[config.mk]
export PLATFORM = sky130hd
export DESIGN_NAME = tinyrv_pin_bus
export DESIGN_NICKNAME = d
export VERILOG_FILES = /design/src/rtl/tinyrv_pin_bus.sv
export SDC_FILE = /design/constraint.sdc
export NUM_CORES = 1
export LEC_CHECK = 0
export ABC_AREA = 1
export CORE_MARGIN = 4
export CORE_UTILIZATION = 47
export CTS_CLUSTER_SIZE = 30
export DETAILED_ROUTE_END_ITERATION = 10
export PLACE_DENSITY_LB_ADDON = 0.25
export SYNTH_ARGS = -nofsm -noshare
export SYNTH_HDL_FRONTEND = slang
export SYNTH_SLANG_ARGS = --single-unit
[constraint.sdc]
create_clock -name clk -period 2.94 [get_ports clk]
set_input_delay 0.441 -clock clk [delete_from_list [all_inputs] [get_ports clk]]
set_output_delay 0.441 -clock clk [all_outputs]
set_load 0.05 [all_outputs]
[src/rtl/tinyrv_pin_bus.sv]
// tinyrv_pin_bus: narrows a core-side request (ADDR_W address, DATA_W data) onto a PIN_W-wide
// multiplexed pin bus. Each transaction runs ADDR beats (LSB first), LATENCY turnaround cycles,
// DATA beats (LSB first), then a single DONE cycle that pulses ready.
//
// Ports:
//   clk, rst          rising-edge clock, asynchronous active-high reset
//   ena               advance enable; low freezes every register, outputs included
//   req, we           core request strobe and direction (1 = write)
//   addr, wdata       core address / write data, latched on acceptance
//   ready             one-cycle completion pulse
//   rdata             data from the last completed read
//   ph_out            address lane, valid during ADDR
//   dq_out, dq_in     data lanes (write / read)
//   dq_oe             dq output enable, all ones during write DATA
//   frame, wr         transaction in progress on the pins, and its direction
module tinyrv_pin_bus #(
  parameter int unsigned ADDR_W  = 16,
  parameter int unsigned DATA_W  = 16,
  parameter int unsigned PIN_W   = 8,
  parameter int unsigned LATENCY = 1
) (
  input  logic              clk,
  input  logic              rst,
  input  logic              ena,
  input  logic              req,
  input  logic              we,
  input  logic [ADDR_W-1:0] addr,
  input  logic [DATA_W-1:0] wdata,
  output logic              ready,
  output logic [DATA_W-1:0] rdata,
  output logic [PIN_W-1:0]  ph_out,
  output logic [PIN_W-1:0]  dq_out,
  input  logic [PIN_W-1:0]  dq_in,
  output logic [PIN_W-1:0]  dq_oe,
  output logic              frame,
  output logic              wr
);

  localparam int unsigned AB   = ADDR_W / PIN_W;
  localparam int unsigned DB   = DATA_W / PIN_W;
  localparam int unsigned MAXB = (AB > DB) ? AB : DB;
  localparam int unsigned CW   = $clog2(MAXB + 1);

  localparam logic [CW-1:0] ALast    = CW'(AB - 1);
  localparam logic [CW-1:0] DLast    = CW'(DB - 1);
  localparam logic [3:0]    TurnLast = 4'((LATENCY == 0) ? 0 : LATENCY - 1);

  if ((ADDR_W % PIN_W) != 0 || (DATA_W % PIN_W) != 0) begin : g_width_check
    $error("tinyrv_pin_bus: ADDR_W and DATA_W must be multiples of PIN_W");
  end
  if (LATENCY > 15) begin : g_latency_check
    $error("tinyrv_pin_bus: LATENCY must be in 0..15");
  end

  typedef enum logic [2:0] {StIdle, StAddr, StTurn, StData, StDone} state_e;

  state_e            state_q;
  logic [CW-1:0]     beat_q;
  logic [3:0]        turn_q;
  logic [ADDR_W-1:0] addr_q;
  logic [DATA_W-1:0] wdata_q;
  logic              we_q;
  logic [DATA_W-1:0] rbuf_q;

  logic [CW-1:0]     beat_nxt;
  logic [PIN_W-1:0]  addr_nxt_byte;
  logic [PIN_W-1:0]  wdata_nxt_byte;
  logic [DATA_W-1:0] rd_full;

  // Lane for the following beat; only consumed when another beat remains.
  always_comb begin
    beat_nxt       = beat_q + 1'b1;
    addr_nxt_byte  = addr_q[beat_nxt*PIN_W +: PIN_W];
    wdata_nxt_byte = wdata_q[beat_nxt*PIN_W +: PIN_W];
  end

  // Read buffer with the byte arriving this cycle merged in, so the final beat can go straight
  // into rdata on the DONE edge.
  always_comb begin
    rd_full = rbuf_q;
    rd_full[beat_q*PIN_W +: PIN_W] = dq_in;
  end

  // All pin outputs are registered: each transition loads the values for the state being entered.
  always_ff @(posedge clk or posedge rst) begin
    if (rst) begin
      state_q <= StIdle;
      beat_q  <= '0;
      turn_q  <= '0;
      addr_q  <= '0;
      wdata_q <= '0;
      we_q    <= 1'b0;
      rbuf_q  <= '0;
      ready   <= 1'b0;
      rdata   <= '0;
      ph_out  <= '0;
      dq_out  <= '0;
      dq_oe   <= '0;
      frame   <= 1'b0;
      wr      <= 1'b0;
    end else if (ena) begin
      unique case (state_q)
        StIdle: begin
          if (req) begin
            addr_q  <= addr;
            wdata_q <= wdata;
            we_q    <= we;
            beat_q  <= '0;
            ph_out  <= addr[PIN_W-1:0];
            frame   <= 1'b1;
            wr      <= we;
            state_q <= StAddr;
          end
        end
        StAddr: begin
          if (beat_q == ALast) begin
            ph_out <= '0;
            if (LATENCY > 0) begin
              turn_q  <= '0;
              state_q <= StTurn;
            end else begin
              beat_q  <= '0;
              dq_oe   <= we_q ? '1 : '0;
              dq_out  <= we_q ? wdata_q[PIN_W-1:0] : '0;
              state_q <= StData;
            end
          end else begin
            beat_q <= beat_nxt;
            ph_out <= addr_nxt_byte;
          end
        end
        StTurn: begin
          if (turn_q == TurnLast) begin
            turn_q  <= '0;
            beat_q  <= '0;
            dq_oe   <= we_q ? '1 : '0;
            dq_out  <= we_q ? wdata_q[PIN_W-1:0] : '0;
            state_q <= StData;
          end else begin
            turn_q <= turn_q + 4'd1;
          end
        end
        StData: begin
          if (!we_q) begin
            rbuf_q <= rd_full;
          end
          if (beat_q == DLast) begin
            if (!we_q) begin
              rdata <= rd_full;
            end
            beat_q  <= '0;
            dq_out  <= '0;
            dq_oe   <= '0;
            frame   <= 1'b0;
            wr      <= 1'b0;
            ready   <= 1'b1;
            state_q <= StDone;
          end else begin
            beat_q <= beat_nxt;
            if (we_q) begin
              dq_out <= wdata_nxt_byte;
            end
          end
        end
        StDone: begin
          // req is deliberately ignored here; acceptance resumes in IDLE.
          ready   <= 1'b0;
          state_q <= StIdle;
        end
        default: state_q <= StIdle;
      endcase
    end
  end

endmodule
==> results.sh, run 1 <==
export IMPL_max_cap_violations=0
export IMPL_finalSetupViolCount=0
export IMPL_comb_power_share=0.514
export IMPL_fin_nets=715
export IMPL_crit_reg2reg_capture="rbuf_q[2]"
export IMPL_reg2reg_setup_slack_ps=680
export IMPL_fin_skew_ps=9.997
export IMPL_synth_warnings=0
export IMPL_swShare=0.4749
export IMPL_die_y_um=106.3
export IMPL_ys_top_cells_by_area="dfrtp_1 52%, nand2_1 22%, o21ai_0 5.1%, inv_1 4.1%, nand3_1 2.4%"
export IMPL_grt_first_pass_wirelength_um=18570
export IMPL_finalHoldViolations=0
export IMPL_post_drt_wl_per_cell_um=13.44
export IMPL_rows=35
export IMPL_tightest_slew_ps=784.1
export IMPL_insertion_delay_ps=360
export IMPL_ys_seq_area_frac=0.5183
export IMPL_leakagePower_nw=2.877
export IMPL_grt_max_degree=44
export IMPL_cp_arrival_ps=2470
export IMPL_fmax_mhz=442.8
export IMPL_avgViaCountPerCell=5.043
export IMPL_crit_fanout=10
export IMPL_min_to="addr_q[10]"
export IMPL_rsz0062_at_grt="no"
export IMPL_cp_start_kind="register"
export IMPL_pin_count=88
export IMPL_grt_antenna_before_repair=0
export IMPL_grt_use_met2=0.3258
export IMPL_cts_resized=0
export IMPL_hold_buffers=0
export IMPL_criticalPathCategory="reg2reg"
export IMPL_internal_power_mw=3.486
export IMPL_synth_top_area_share=0.5183
export IMPL_top_usage_layer="met2"
export IMPL_hold_depth=2
export IMPL_coreArea_um2=9328
export IMPL_drive_gt1_frac=0.04790
export IMPL_vias=4019
export IMPL_area_growth_pct=25.72
export IMPL_start_util=0.4865
export IMPL_timing_final_crit_share=0.7681
export IMPL_peakVddDrop_uv=487.0
export IMPL_dp_hpwl_um=7577
export IMPL_r2r_start="beat_q[0]"
export IMPL_met1_usage=0.2723
export IMPL_post_cts_buffers=0
export IMPL_hold_class="reg2reg"
export IMPL_grt_overflow_total=0
export IMPL_syn_instance_count=586
export IMPL_timing_final_crit_period_ps=2258
export IMPL_clockBufferDepth=2
export IMPL_syn_nets=638
export IMPL_routabilityCongestion=0.8316
export IMPL_cellPowerDensity_nw_per_um2=1163
export IMPL_maxSlewViolCount=0
export IMPL_worstHoldStart="addr_q[10]"
export IMPL_grtUsageTotal=0.2007
export IMPL_syn_avg_cell_area_um2=7.744
export IMPL_cts_root_buf="clkbuf_8"
export IMPL_ctsHtreeMaxLevel=3
export IMPL_slew_headroom=0.4767
export IMPL_netSwitchingPower_mw=3.152
export IMPL_dieArea_um2=11290
export IMPL_drcViolationCount=0
export IMPL_drt_total_wl_um=10710
export IMPL_numClockSinks=94
export IMPL_io_buffers=87
export IMPL_seq_power_share=0.339
export IMPL_die_w_um=106.3
export IMPL_dr_pass1_iters=5
export IMPL_syn_cell_area_um2=4538
export IMPL_use_met3=0.03461
export IMPL_clk_pin_slew_ps=90
export IMPL_clockPowerShare=0.147
export IMPL_ys_types=23
export IMPL_numCtsBuffers=9
export IMPL_setup_tns_ps=0
export IMPL_cts_tree="built"
export IMPL_first_global_vias=3999
export IMPL_p_total_mw=6.638
export IMPL_status="complete, no violations"
export IMPL_cp_end_kind="register"
export IMPL_drtIter0Drc=187
export IMPL_yosys_area_top_type="dfrtp_1"
export IMPL_r2r_cells=7
export IMPL_ys_ff_latch=94
export IMPL_ant_nets=0
export IMPL_diodes=0
export IMPL_crit_required_ps=3150
==> worst max path at each step <==
stage               cells past startpoint       from    endpoint  slack, ps
floorplan                               1        rst   addr_q[0]         50
global placement                        4        ena   rbuf_q[7]        700
detailed placement                      4        ena  rbuf_q[10]        590
CTS                                     7  beat_q[0]   rbuf_q[4]        730
global route                            7  beat_q[0]   rbuf_q[6]        480
finish                                  7  beat_q[0]   rbuf_q[2]        680
==> per-stage QoR <==
stage,cell area (um2),utilization,hold slack (ps),instances,setup WS (ps)
final,5705,0.6117,484.8,797,681.7
after global routing,5705,0.6117,515.1,797,481.1
after CTS,5705,0.6117,489.2,797,728.2
after detailed placement,5475,0.5870,465.5,781,588.7
after global placement,5475,0.5870,462.3,781,697.8
after floorplan,4538,-,449.2,586,50.33
==> synthesized netlist by cell type <==
cell        n
buf_2       6
nand3_1    22
ha_1        7
nand3_4     1
nand4_1     3
o22ai_1    16
buf_6       1
a21oi_1    17
nand2_2     1
o21ai_2     1
nor2_2      2
buf_4      10
clkbuf_1   10
nor2_1     18
nand2_1   271
dfrtp_1    94
o21ai_0    46
nor2_4      4
inv_1      49
nor3_1      1
nand3b_1    1
xor2_1      2
clkinv_1    3
==> state kept, by name (all words and copies together), names as in the netlist, 2 cells and up <==
register and count:
addr_q 16, beat_q 2, dq_out 8, ph_out 8
rbuf_q 16, rdata 16, state_q 3, turn_q 4
wdata_q 16
==> power groups by stage <==
stage          sequential [mW]  combinational (mW)  clock, mW
3_3_place_gp              2.26                3.33          0
6_report                  2.25                3.41      0.977
4_1_cts                   2.26                3.42      0.995
2_1_floorplan             2.98                1.68          0
3_5_place_dp              2.28                3.41          0
5_1_grt                   2.33                3.74       1.05
==> metal layers <==
layer	vias to the layer above	routed length (um)
met1	1922	4921
met2	104	5121
li1	1979	-
met5	-	0
met3	14	499
met4	0	169
==> area by class of cell <==
type	instances	area, um2
inverter	52	196.4
fill	816	3622
multi-input combinational	413	1837
tap	129	161.4
clock inverter	6	92.59
timing repair buffer	93	928.4
sequential	94	2352
clock buffer	10	137.6
==> critical path, cell delays in order (launching register included) <==
cell and delay, ps:
dfrtp_1 540, inv_1 110, ha_1 380, clkinv_1 290
nand4_1 430, o22ai_1 160, nand2_1 100, o21ai_0 100
==> logic make-up (layout without fill, tap and decap cells) <==
kind of cell / count (synthesis) / count (layout) / synth area share
AOI/OAI and AO/OA: 80 / 80 / 0.09347
and+or+nand+nor: 324 / 324 / 0.2881
DFF: 94 / 94 / 0.5183
adders and majority gates: 7 / 7 / 0.01930
xor gates and xnor gates: 2 / 2 / 0.003861
buffers and inverters: 79 / 161 / 0.07692
==> cells in the final DEF (no fill, tap or decap), drive strengths merged <==
master,n
nand2,272
dfrtp,94
clkdlybuf4s50,87
inv,49
o21ai,47
nor2,24
nand3,23
a21oi,17
o22ai,16
clkbuf,10
ha,7
buf,6
clkinv,5
nand4,3
xor2,2
clkinvlp,2
bufinv,2
nand3b,1
nor3,1
(Power assumes the default switching activity.)
==> run 2, diff against run 1 <==
--- a/config.mk
+++ b/config.mk
@@ -7,7 +7,7 @@
 export LEC_CHECK = 0
 export ABC_AREA = 1
 export CORE_MARGIN = 4
-export CORE_UTILIZATION = 47
+export CORE_UTILIZATION = 52
 export CTS_CLUSTER_SIZE = 30
 export DETAILED_ROUTE_END_ITERATION = 10
 export PLACE_DENSITY_LB_ADDON = 0.25
==> constraint.sdc (replaced) <==
create_clock -name clk -period 2.15 [get_ports clk]
set_input_delay 0.3225 -clock clk [delete_from_list [all_inputs] [get_ports clk]]
set_output_delay 0.3225 -clock clk [all_outputs]
set_load 0.05 [all_outputs]
==> results.sh, run 2 (synthesized netlist as in run 1, its figures left out) <==
export IMPL_numCtsBuffers=9
export IMPL_crit_start="dq_oe[6]"
export IMPL_swShare=0.4806
export IMPL_cts_resized=0
export IMPL_grt_overflow_total=0
export IMPL_routabilityCongestion=0.8553
export IMPL_met1_usage=0.2942
export IMPL_peakVddDrop_uv=623.3
export IMPL_setup_tns_ps=0
export IMPL_rsz0062_at_grt="no"
export IMPL_drt_total_wl_um=11080
export IMPL_final_cell_count_no_fill=782
export IMPL_crit_reg2reg_capture="rbuf_q[5]"
export IMPL_r2r_cells=7
export IMPL_drive_gt1_frac=0.05908
export IMPL_diodes=0
export IMPL_grt_first_pass_wirelength_um=18390
export IMPL_area_growth_pct=27.19
export IMPL_first_global_vias=3951
export IMPL_die_y_um=101.4
export IMPL_vias=4115
export IMPL_crit_fanout=9
export IMPL_start_util=0.5441
export IMPL_cp_start_kind="register"
export IMPL_dp_hpwl_um=7876
export IMPL_place_area_um2=5565
export IMPL_final_area_um2=5772
export IMPL_comb_power_share=0.527
export IMPL_path_delay_family="buffers and inverters"
export IMPL_critPathBufInv=1
export IMPL_die_w_um=101.4
export IMPL_status="complete, no violations"
export IMPL_clockBufferDepth=2
export IMPL_timing_final_crit_period_ps=2021
export IMPL_r2r_start="beat_q[0]"
export IMPL_netSwitchingPower_mw=4.390
export IMPL_leakagePower_nw=2.928
export IMPL_place_inst=766
export IMPL_timing_final_crit_share=0.9398
export IMPL_cts_tree="built"
export IMPL_grtUsageTotal=0.2261
export IMPL_internal_power_mw=4.744
export IMPL_max_cap_violations=0
export IMPL_grt_use_met2=0.3893
export IMPL_post_drt_wl_per_cell_um=14.17
export IMPL_multiInputGateArea_um2=1837
export IMPL_grt_max_degree=37
export IMPL_grt_antenna_before_repair=0
export IMPL_cellPowerDensity_nw_per_um2=1583
export IMPL_insertion_delay_ps=360
export IMPL_nFillCells=678
export IMPL_cp_end_kind="primary output"
export IMPL_crit_required_ps=1830
export IMPL_dieArea_um2=10290
export IMPL_endpoint="dq_oe[1]"
export IMPL_slowest_delay_ps=860
export IMPL_pin_count=88
export IMPL_drcViolationCount=0
export IMPL_fmax_mhz=494.9
export IMPL_hold_class="in2async"
export IMPL_mostFrequentLayoutCells="271 x nand2_1, 94 x dfrtp_1, 87 x clkdlybuf4s50_1, 48 x inv_1, 46 x o21ai_0"
export IMPL_use_met3=0.04408
export IMPL_top_usage_layer="met2"
export IMPL_final_common_cell="nand2_1"
export IMPL_ctsHtreeMaxLevel=3
export IMPL_seq_power_share=0.337
export IMPL_avgViaCountPerCell=5.262
export IMPL_hold_buffers=0
export IMPL_drtIter0Drc=143
export IMPL_clockPowerShare=0.136
export IMPL_utilization=0.6920
export IMPL_post_cts_buffers=0
export IMPL_rows=33
export IMPL_cp_arrival_ps=1700
export IMPL_finalHoldViolations=0
export IMPL_path_depth=1
export IMPL_clk_pin_slew_ps=100
export IMPL_slew_headroom=0.5935
export IMPL_reg2reg_setup_slack_ps=180
export IMPL_seq_area_um2=2352
export IMPL_crit_chain="clkdlybuf4s50_1"
export IMPL_maxSlewViolCount=0
export IMPL_fin_nets=724
export IMPL_coreArea_um2=8341
export IMPL_dr_pass1_iters=5
export IMPL_finalSetupViolCount=0
export IMPL_tightest_slew_ps=608.5
export IMPL_cts_root_buf="clkbuf_8"
export IMPL_p_total_mw=9.134
export IMPL_io_buffers=87
export IMPL_numClockSinks=94
export IMPL_ant_nets=0
export IMPL_slowest_stage="clkdlybuf4s50_1"
export IMPL_fin_skew_ps=10.96
export IMPL_criticalPathCategory="reg2out"
==> run 2: how the worst min path moves through the flow <==
stage | from | to | slack, ps | cells past startpoint
finish | rst | ph_out[5] | 380 | 2
floorplan | addr[0] | addr_q[0] | 430 | 2
CTS | rst | ph_out[5] | 380 | 2
global placement | wr | wr | 460 | 2
global route | rst | ph_out[5] | 410 | 2
detailed placement | addr_q[2] | addr_q[2] | 470 | 2
==> run 2: routing by layer <==
metal,wire length [um],up-vias,part of all wire
met1,4760,1961,0.43
met2,5533,131,0.50
li1,-,2011,-
met5,0,-,0
met3,665,12,0.060
met4,123,0,0.011
==> run 2: per-stage QoR <==
| stage | setup WS (ps) | hold WS, ps |
|---|---|---|
| final | 129.3 | 377.4 |
| after global routing | 54.71 | 414.4 |
| after CTS | 88.39 | 380.0 |
| after detailed placement | 255.5 | 466.2 |
| after global placement | 290.1 | 462.1 |
| after floorplan | 140.6 | 432.1 |
==> run 2: area by class of cell <==
| type | instances | area share |
|---|---|---|
| Clock inverter | 5 | 0.01127 |
| Inverter | 52 | 0.03447 |
| Multi-Input combinational cell | 413 | 0.3182 |
| Tap cell | 105 | 0.02276 |
| Clock buffer | 11 | 0.02450 |
| Sequential cell | 94 | 0.4075 |
| Timing Repair Buffer | 102 | 0.1812 |
==> run 2: power by group through the flow <==
stage          combinational (mW)  clock, mW  sequential [mW]
4_1_cts                      4.84       1.26             3.08
6_report                     4.81       1.24             3.08
3_5_place_dp                 4.80          0             3.10
3_3_place_gp                 4.70          0             3.07
5_1_grt                      5.26       1.33             3.18
2_1_floorplan                2.30          0             4.08
